### config.mk
export PLATFORM = sky130hd
export DESIGN_NAME = fir_out_stage
export DESIGN_NICKNAME = d
export VERILOG_FILES = /design/src/rtl/fir_pkg.sv /design/src/rtl/fir_out_fifo.sv /design/src/rtl/fir_out_stage.sv
export SDC_FILE = /design/constraint.sdc
export NUM_CORES = 1
export LEC_CHECK = 0
export BUFFER_PORTS_ARGS = -buffer_cell sky130_fd_sc_hd__buf_4
export CORE_MARGIN = 1
export CORE_UTILIZATION = 54
export CTS_BUF_LIST = sky130_fd_sc_hd__clkbuf_4
export DETAILED_ROUTE_END_ITERATION = 7
export GPL_ROUTABILITY_DRIVEN = 0
export GPL_TIMING_DRIVEN = 0
export PLACE_DENSITY = 0.83
export SLEW_MARGIN = 40
export SYNTH_ARGS = -nofsm -noshare
export SYNTH_HDL_FRONTEND = slang
export SYNTH_SLANG_ARGS = --single-unit
### constraint.sdc
create_clock -name CLK -period 2.8 [get_ports CLK]
set_input_delay 0.42 -clock CLK [delete_from_list [all_inputs] [get_ports CLK]]
set_output_delay 0.42 -clock CLK [all_outputs]
set_load 0.01 [all_outputs]
### src/rtl/fir_pkg.sv
// Shared FIR widths plus a round-and-saturate helper for reference models.
package fir_pkg;

  localparam int unsigned FIR_IN_W  = 18;
  localparam int unsigned FIR_OUT_W = 8;
  localparam int unsigned FIR_SHIFT = 3;

  typedef struct packed {
    logic                 sat;
    logic [FIR_OUT_W-1:0] sample;
  } rs_t;

  // Round half-up, shift right, clamp to the sample range; shift must be 1..FIR_IN_W-1.
  function automatic rs_t round_sat(input logic [FIR_IN_W-1:0] y, input int unsigned shift);
    logic [FIR_IN_W:0] sum;
    logic [FIR_IN_W:0] r;
    rs_t               res;
    sum        = {1'b0, y} + ((FIR_IN_W + 1)'(1) << (shift - 1));
    r          = sum >> shift;
    res.sat    = |r[FIR_IN_W:FIR_OUT_W];
    res.sample = res.sat ? '1 : r[FIR_OUT_W-1:0];
    return res;
  endfunction

endpackage

### src/rtl/fir_out_fifo.sv
// First-word-fall-through FIFO; the head sample and its valid flag are registered.
module fir_out_fifo #(
  parameter int unsigned DEPTH = 4,
  parameter int unsigned W     = 8
) (
  input  logic         CLK,
  input  logic         RST_N,
  input  logic         push,
  input  logic [W-1:0] din,
  input  logic         pop,
  output logic         full_c,
  output logic [W-1:0] head,
  output logic         head_valid
);

  localparam int unsigned AW = (DEPTH > 1) ? $clog2(DEPTH) : 1;
  localparam int unsigned CW = AW + 1;

  logic [W-1:0]  mem [DEPTH];
  logic [AW-1:0] wr_ptr;
  logic [AW-1:0] rd_ptr;
  logic [AW-1:0] rd_next_c;
  logic [CW-1:0] count;
  logic [CW-1:0] count_next_c;
  logic          do_push_c;
  logic          do_pop_c;
  logic [W-1:0]  head_next_c;

  // Next head comes from the incoming sample when it lands at the new read slot.
  always_comb begin
    do_pop_c     = pop & (count != '0);
    full_c       = (count == CW'(DEPTH));
    do_push_c    = push & (~full_c | do_pop_c);
    rd_next_c    = rd_ptr + AW'(do_pop_c);
    count_next_c = count + CW'(do_push_c) - CW'(do_pop_c);
    head_next_c  = head;
    if (count_next_c != '0) begin
      head_next_c = (do_push_c && (wr_ptr == rd_next_c)) ? din : mem[rd_next_c];
    end
  end

  always_ff @(posedge CLK or negedge RST_N) begin
    if (!RST_N) begin
      wr_ptr     <= '0;
      rd_ptr     <= '0;
      count      <= '0;
      head       <= '0;
      head_valid <= 1'b0;
    end else begin
      wr_ptr     <= wr_ptr + AW'(do_push_c);
      rd_ptr     <= rd_next_c;
      count      <= count_next_c;
      head       <= head_next_c;
      head_valid <= (count_next_c != '0);
    end
  end

  always_ff @(posedge CLK) begin
    if (do_push_c) begin
      mem[wr_ptr] <= din;
    end
  end

endmodule

### src/rtl/fir_out_stage.sv
// FIR result consumer: edge-triggered capture, round/saturate to a sample,
// FWFT buffering toward the next stage, and sticky debug flags.
module fir_out_stage
  import fir_pkg::*;
#(
  parameter int unsigned IN_W  = FIR_IN_W,
  parameter int unsigned OUT_W = FIR_OUT_W,
  parameter int unsigned SHIFT = FIR_SHIFT,
  parameter int unsigned DEPTH = 4
) (
  input  logic             CLK,
  input  logic             RST_N,
  input  logic [IN_W-1:0]  Y_ALL,
  input  logic             READY_RESULT,
  output logic [OUT_W-1:0] OUT_DATA,
  output logic             OUT_VALID,
  input  logic             OUT_READY,
  output logic             SAT_HIT,
  output logic             OVF,
  output logic [7:0]       DROP_CNT,
  input  logic             CLR_FLAGS
);

  localparam int unsigned SUM_W = IN_W + 1;

  logic             rdy_q;
  logic             rise_c;
  logic             cap_v;
  logic [IN_W-1:0]  cap;
  logic [SUM_W-1:0] sum_c;
  logic [SUM_W-1:0] r_c;
  logic             sat_c;
  logic [OUT_W-1:0] sample_c;
  logic             pop_c;
  logic             full_c;
  logic             drop_c;
  logic             sat_ev_c;

  // History resets high so a level already asserted at reset release is not an edge.
  assign rise_c = READY_RESULT & ~rdy_q;

  always_ff @(posedge CLK or negedge RST_N) begin
    if (!RST_N) begin
      rdy_q <= 1'b1;
      cap_v <= 1'b0;
      cap   <= '0;
    end else begin
      rdy_q <= READY_RESULT;
      cap_v <= rise_c;
      if (rise_c) begin
        cap <= Y_ALL;
      end
    end
  end

  always_comb begin
    sum_c    = SUM_W'(cap) + (SUM_W'(1) << (SHIFT - 1));
    r_c      = sum_c >> SHIFT;
    sat_c    = |r_c[SUM_W-1:OUT_W];
    sample_c = sat_c ? '1 : r_c[OUT_W-1:0];
  end

  assign pop_c    = OUT_VALID & OUT_READY;
  assign sat_ev_c = cap_v & sat_c;
  assign drop_c   = cap_v & full_c & ~pop_c;

  fir_out_fifo #(
    .DEPTH (DEPTH),
    .W     (OUT_W)
  ) u_fifo (
    .CLK        (CLK),
    .RST_N      (RST_N),
    .push       (cap_v),
    .din        (sample_c),
    .pop        (pop_c),
    .full_c     (full_c),
    .head       (OUT_DATA),
    .head_valid (OUT_VALID)
  );

  // A same-cycle event beats CLR_FLAGS.
  always_ff @(posedge CLK or negedge RST_N) begin
    if (!RST_N) begin
      SAT_HIT  <= 1'b0;
      OVF      <= 1'b0;
      DROP_CNT <= '0;
    end else begin
      SAT_HIT <= sat_ev_c | (SAT_HIT & ~CLR_FLAGS);
      OVF     <= drop_c | (OVF & ~CLR_FLAGS);
      if (drop_c) begin
        DROP_CNT <= CLR_FLAGS ? 8'd1 : ((DROP_CNT == 8'hFF) ? DROP_CNT : DROP_CNT + 8'd1);
      end else if (CLR_FLAGS) begin
        DROP_CNT <= '0;
      end
    end
  end

endmodule
**Word-level counts from Yosys, hierarchy flattened**

Memories as Yosys holds them, arrays and structs flattened. A register that Yosys moved wholly into a read port is not among the register bits.
Index checks and enable logic that the tools add are counted.

- Bits in registers: 38
- RAM bits: 32
- Memories kept: 1
- Input port bits: 23
- Output and inout port bits: 19
- Word-level logic and storage cells: 49

- Add/sub/neg operators: 6
- Bitwise gates (word level): 16
- Muxes and demuxes: 7
- Eq/ne operators: 3
- Reductions and logical operators: 6

Memories:

| memory | depth | bits a word | read ports | clocked after memory_dff | wr ports | RTL line | text |
|---|---|---|---|---|---|---|---|
| u_fifo.mem | 4 | 8 | 1 | 1 | 1 | fir_out_fifo.sv:19 | `logic [W-1:0] mem [DEPTH];` |

Operators with widths:

| kind | number |
|---|---|
| 8-bit two-way mux | 5 |
| 18-bit by 3-bit adder with 19-bit output (second input constant) | 1 |
| 1-bit AND | 9 |
| 8-bit by 1-bit adder with 8-bit output (second input constant) | 1 |
| 8-bit == test (second input constant) | 1 |
| 8-bit OR reduction | 1 |
| 3-bit nonzero test | 2 |
| 2-bit by 1-bit adder with 2-bit output | 2 |
| 1-bit inverter | 4 |
| 3-bit by 1-bit adder with 3-bit output | 1 |
| 3-bit == test (second input constant) | 1 |
| 1-bit OR | 3 |
| 3-bit by 1-bit subtractor with 3-bit output | 1 |
| 1-bit two-way mux | 2 |
| 2-bit inequality test (second input constant) | 1 |
| 2-bit AND reduction | 1 |
| 2-bit nonzero test | 1 |
| 1-bit logical NOT | 1 |

**Depth between registers and ports, before layout**

- Depth after elaboration: 7
- Depth in mapped cells: 14
- Gate-level depth less buffers: 13

**By module**

A second synthesis with hierarchy kept.

- Cell total of the unflattened synthesis: 233
- Area total of the unflattened synthesis: 3,438.3 um2

By module, submodules not included:

| module | cells an instance | sequential area each (um2) | area each (um2) | times used |
|---|---|---|---|---|
| fir_out_fifo | 99 | 1,361.3 | 1,995.7 | 1 |
| fir_out_stage | 134 | 701.9 | 1,442.6 | 1 |

**Least setup slack after synthesis**

No wires, ideal clock.

- Kind: register to register
- Start point: register u_fifo.count[1]
- End point: register u_fifo.head[0] (read register of u_fifo.mem)
- Arrival: 2.545 ns
- Cell stages (with the launch flop): 15
- Setup slack: 0.126 ns
- Library setup time: 0.129 ns
- Buffers on the path: 1
- Period minus slack after synthesis: 2.674 ns
- Data required time: 2.671 ns
- Cells stage by stage: dfrtp_1 nor3_1 nor2_1 ha_1 inv_1 ha_1 inv_1 fa_1 xnor2_1 xnor2_1 nor3_2 inv_1 buf_6 o21ai_0 a31oi_1

- Cells in the longest elaborated chain, start to end: 7
- Elaborated cells on any way between the ends: 10
- Those cells by class: add/sub: 3; eq/ne: 1; bitwise: 4; reduce/logical: 2

Ends and longest elaborated chain:

| element | RTL line | text |
|---|---|---|
| from (decl) | fir_out_fifo.sv:23 | `logic [CW-1:0] count;` |
| from (signal assigned) | fir_out_fifo.sv:52 | `count <= count_next_c;` |
| 3-bit nonzero test / 3-bit == test (equally long branches) | fir_out_fifo.sv:31, fir_out_fifo.sv:32 |  |
| 1-bit AND / 1-bit inverter (equally long branches) | fir_out_fifo.sv:31, fir_out_fifo.sv:33 |  |
| 1-bit OR | fir_out_fifo.sv:33 | `do_push_c = push & (~full_c \| do_pop_c);` |
| 1-bit AND | fir_out_fifo.sv:33 |  |
| 3-bit by 1-bit adder with 3-bit output | fir_out_fifo.sv:35 | `count_next_c = count + CW'(do_push_c) - CW'(do_pop_c);` |
| 3-bit by 1-bit subtractor with 3-bit output (*) | fir_out_fifo.sv:35 |  |
| via u_fifo.count_next_c[2] | fir_out_fifo.sv:24 | `logic [CW-1:0] count_next_c;` |
| 3-bit nonzero test (*) | fir_out_fifo.sv:37 | `if (count_next_c != '0) begin` |
| to (decl) | fir_out_fifo.sv:12 | `output logic [W-1:0] head,` |

Mark *: on every way through the listed nets, which the timed path passes. The rest lies on a longest branch.
A chain may end at the register's enable or synchronous reset.

**Final worst setup path**

- Start point: register u_fifo.count[2]
- End point: register u_fifo.head[1] (read register of u_fifo.mem)

Same word-level chain as after synthesis.

==> impl_metrics.py <==
metrics = {
    "global_routing": {
        "grt-ovfl-total": 0,
        "grt_pass1_vias": 2437,
        "grt_max_degree": 45,
        "grtUsageTotal_pct": 24.3,
        "grt_pass1_wl_um": 11600,
        "antenna_found_initial": 0,
    },
    "timing": {
        "period_needed_ns": 2.80,
        "rsz0062_at_grt": "yes",
        "max_freq_mhz": 357,
        "fin_hold_ws_ns": 0.101,
        "hold_viol": 0,
        "setup_tns_ns": -0.000869,
        "postLayoutSetupSlackWorst_ns": -0.000869,
        "fin_crit_sh_pct": 100,
        "max_slew_margin_pct": 45.2,
        "finalSetupViolations": 1,
        "finClkSkew_ns": 0.0160,
        "tightest_slew_ns": 0.819,
        "drv_slew": 0,
    },
    "status": {
        "status": "complete, but fails checks",
        "violations": "setup timing",
    },
    "route": {
        "drt_iter0_drc": 168,
        "ant_nets": 0,
        "route.detailed.drc": 0,
        "firstDrtPassIters": 4,
        "wl_per_cell_um": 18.1,
        "vias_per_cell": 5.82,
        "routed_wl_um": 7100,
        "vias": 2283,
    },
    "yosys": {
        "ys_seq_area_share_pct": 59.4,
        "synth_flop_cell": "dfrtp_1",
        "async_flop_share_pct": 57.9,
        "synthCells": 253,
        "syn-cell-area_mm2": 0.00347,
        "yosysUniqueCellTypes": 47,
        "postSynthAreaPerCell_um2": 13.7,
        "synth_nets": 283,
        "yosys_warnings": 0,
        "synth-edff-count": 32,
        "ys_ff_latch": 76,
    },
    "worst_setup_path": {
        "reg2reg_to": "u_fifo.head[1]$_DFFE_PN0P_",
        "worstPathArrival_ns": 3.08,
        "worst_setup_path_start_kind": "register",
        "crit_start": "u_fifo.count[2]$_DFF_PN0_",
        "crit_required_ns": 3.08,
        "crit_slowest_cell": "dfrtp_2",
        "setup.worst_path.end": "u_fifo.head[1]$_DFFE_PN0P_",
        "end_kind": "register",
        "path_common_cell": "xnor2_2",
        "crit_path_cell_trace": "nor3_2 > nor2_1 > ha_1 > inv_1 > ha_2 > inv_2 > fa_2 > xnor2_2 > xnor2_2 > nor3_4 > buf_6 > or3_4 > o21ai_2 > a41oi_2",
        "ff2ff_path_depth": 14,
        "r2r_slack_ns": -0.0009,
        "critPathMaxFanout": 5,
        "reg2reg_from": "u_fifo.count[2]$_DFF_PN0_",
        "max_stage_delay_ns": 0.44,
        "critical_path_class": "register to register",
    },
    "power_and_ir_drop": {
        "irDropWorstVdd_uv": 759,
        "p_leak_nw": 1.55,
        "p_per_area_mw_per_mm2": 909,
        "p_total_mw": 3.79,
    },
    "finish": {
        "area_delta_synth_final_pct": 20.3,
        "fillCellCount": 418,
        "antenna_cells": 0,
        "drive_gt1_share_pct": 37.9,
        "final_common_cell": "buf_4",
        "layout_common_cells": "buf_4, dfrtp_1, edfxtp_1, nand2_1, mux2_2",
        "final_nets": 342,
    },
    "floorplanning": {
        "die_h_um": 82.2,
        "io_pins": 42,
        "dieArea_mm2": 0.00675,
        "initial_core_util_pct": 57.3,
        "placementRows": 28,
        "die_w_um": 82.2,
        "core_mm2": 0.00606,
    },
    "placed_design": {
        "portBuffers": 38,
        "dpl.hpwl_um": 4550,
    },
    "clocking": {
        "cts.sink_count": 76,
        "clockRootBuffer": "clkbuf_4",
        "clock_latency_ns": 0.42,
        "clk_path_buf_depth": 2,
        "cts_tree": "built",
        "htreeDepth": 3,
        "clk_pin_slew_worst_paths_ns": 0.13,
        "cts_made_buffers": 9,
    },
    "flow_run": {
        "maxCapViolations": 0,
    },
    "min_path": {
        "hold_path.class": "primary input to register",
    },
}
-- layer usage --
layer  GRT usage (%)  up-vias  share of wire, %
li1                -     1068                 -
met3            5.16       10               3.7
met1            30.5     1145                44
met4            11.8        0               1.7
met5               0        -                 0
met2            40.0       60                51
-- how the worst min path moves through the flow --
stage | depth (start not counted) | from | slack (ns) | to
finish | 1 | READY_RESULT | 0.10 | rdy_q$_DFF_PN1_
global route | 1 | READY_RESULT | 0.07 | rdy_q$_DFF_PN1_
CTS | 1 | READY_RESULT | 0.09 | rdy_q$_DFF_PN1_
detailed placement | 1 | RST_N | 0.45 | cap[12]$_DFFE_PN0P_
global placement | 1 | RST_N | 0.44 | cap[12]$_DFFE_PN0P_
floorplan | 0 | RST_N | 0.12 | DROP_CNT[0]$_DFFE_PN0P_
-- area by class of cell --
class / count / area [um^2] / share of cell area (%)
clock inverters: 6 / 62.6 / 1.50
clock buffers: 10 / 75.1 / 1.80
plain buffers: 8 / 55.1 / 1.32
multi-input cells: 161 / 1420 / 34.1
flip-flops and latches: 76 / 2070 / 49.5
well taps: 75 / 93.8 / 2.25
repair buffers: 48 / 370 / 8.87
inverters: 8 / 30.0 / 0.719
-- per-stage QoR --
stage / util [%] / cell area [um^2] / instances / setup slack, ns
3_5_place_dp: 63.6 / 3850 / 366 / -0.610
4_1_cts: 68.0 / 4120 / 390 / -0.0678
2_1_floorplan: - / 3470 / 253 / 0.126
3_3_place_gp: 63.5 / 3850 / 366 / -0.466
5_1_grt: 68.9 / 4170 / 392 / -0.135
6_report: 68.9 / 4170 / 392 / -0.000869
-- power by group --
part | switching (mW) | leakage (nW) | internal, mW
combinational | 0.799 | 0.733 | 0.823
sequential | 0.153 | 0.743 | 1.34
clock | 0.396 | 0.0776 | 0.283
-- worst max-delay path, delay by kind of cell, from the launching register on --
kind	cells	cell delay [ns]
and+or+nand+nor	4	0.66
AOI/OAI and AO/OA	2	0.12
buffers and inverters	3	0.24
xor gates and xnor gates	2	0.42
DFF	1	0.44
adders and majority gates	3	0.78
-- sequential cells by signal, summed over array words and instances (netlist names) --
| signal | count |
|---|---|
| SAT_HIT | 1 |
| cap | 16 |
| u_fifo.wr_ptr | 2 |
| u_fifo.count | 3 |
| u_fifo.rd_ptr | 2 |
| u_fifo.head_valid | 1 |
| rdy_q | 1 |
| u_fifo.mem | 32 |
| DROP_CNT | 8 |
| u_fifo.head | 8 |
| OVF | 1 |
| cap_v | 1 |
-- cell usage after synthesis, types with 2 or more instances --
cell type  number  area, um^2
ha_1            6        75.1
nand2b_1        2        12.5
nor2b_1         2        12.5
and4_1          3        26.3
and3_2          3        22.5
nor2_1         15        56.3
a31oi_1         3        18.8
nand2_1        17        63.8
clkbuf_1        3        11.3
nand4_1         8        50.1
dfrtp_1        43        1080
or3_1          10        62.6
xnor2_1         7        61.3
o21ai_2         2        17.5
inv_1           8        30.0
buf_6           3        33.8
edfxtp_1       32         961
mux4_1          8         210
nor3_1          2        10.0
xor2_1         11        96.3
o21ai_0         9        45.0
a41oi_1         4        35.0
nand3_1        10        50.1
mux2_2         17         191
a21oi_2         2        17.5
a21oi_1         2        10.0
-- cell families after synthesis --
kind of cell / after synthesis / synth area share (%)
buffers and inverters: 16 / 2.41
adder cells (fa/ha/maj): 7 / 2.74
multiplexers: 26 / 11.9
AO/OA/AOI/OAI: 29 / 5.84
XOR/XNOR: 19 / 5.34
flip-flops: 76 / 59.4
AND/OR/NAND/NOR: 80 / 12.4
-- what timing repair did --
action | 4_1_cts | 5_1_grt
hold buffers | 1 | 0
resized for setup | 23 | 8
pin swaps | 15 | 7
cloned | 1 | 0
endpoints found under the setup margin | 9 | 9
buffers inserted | 6 | 2
endpoints found under the hold margin | 37 | 0
No activity file was read; power rests on OpenSTA's default activity.
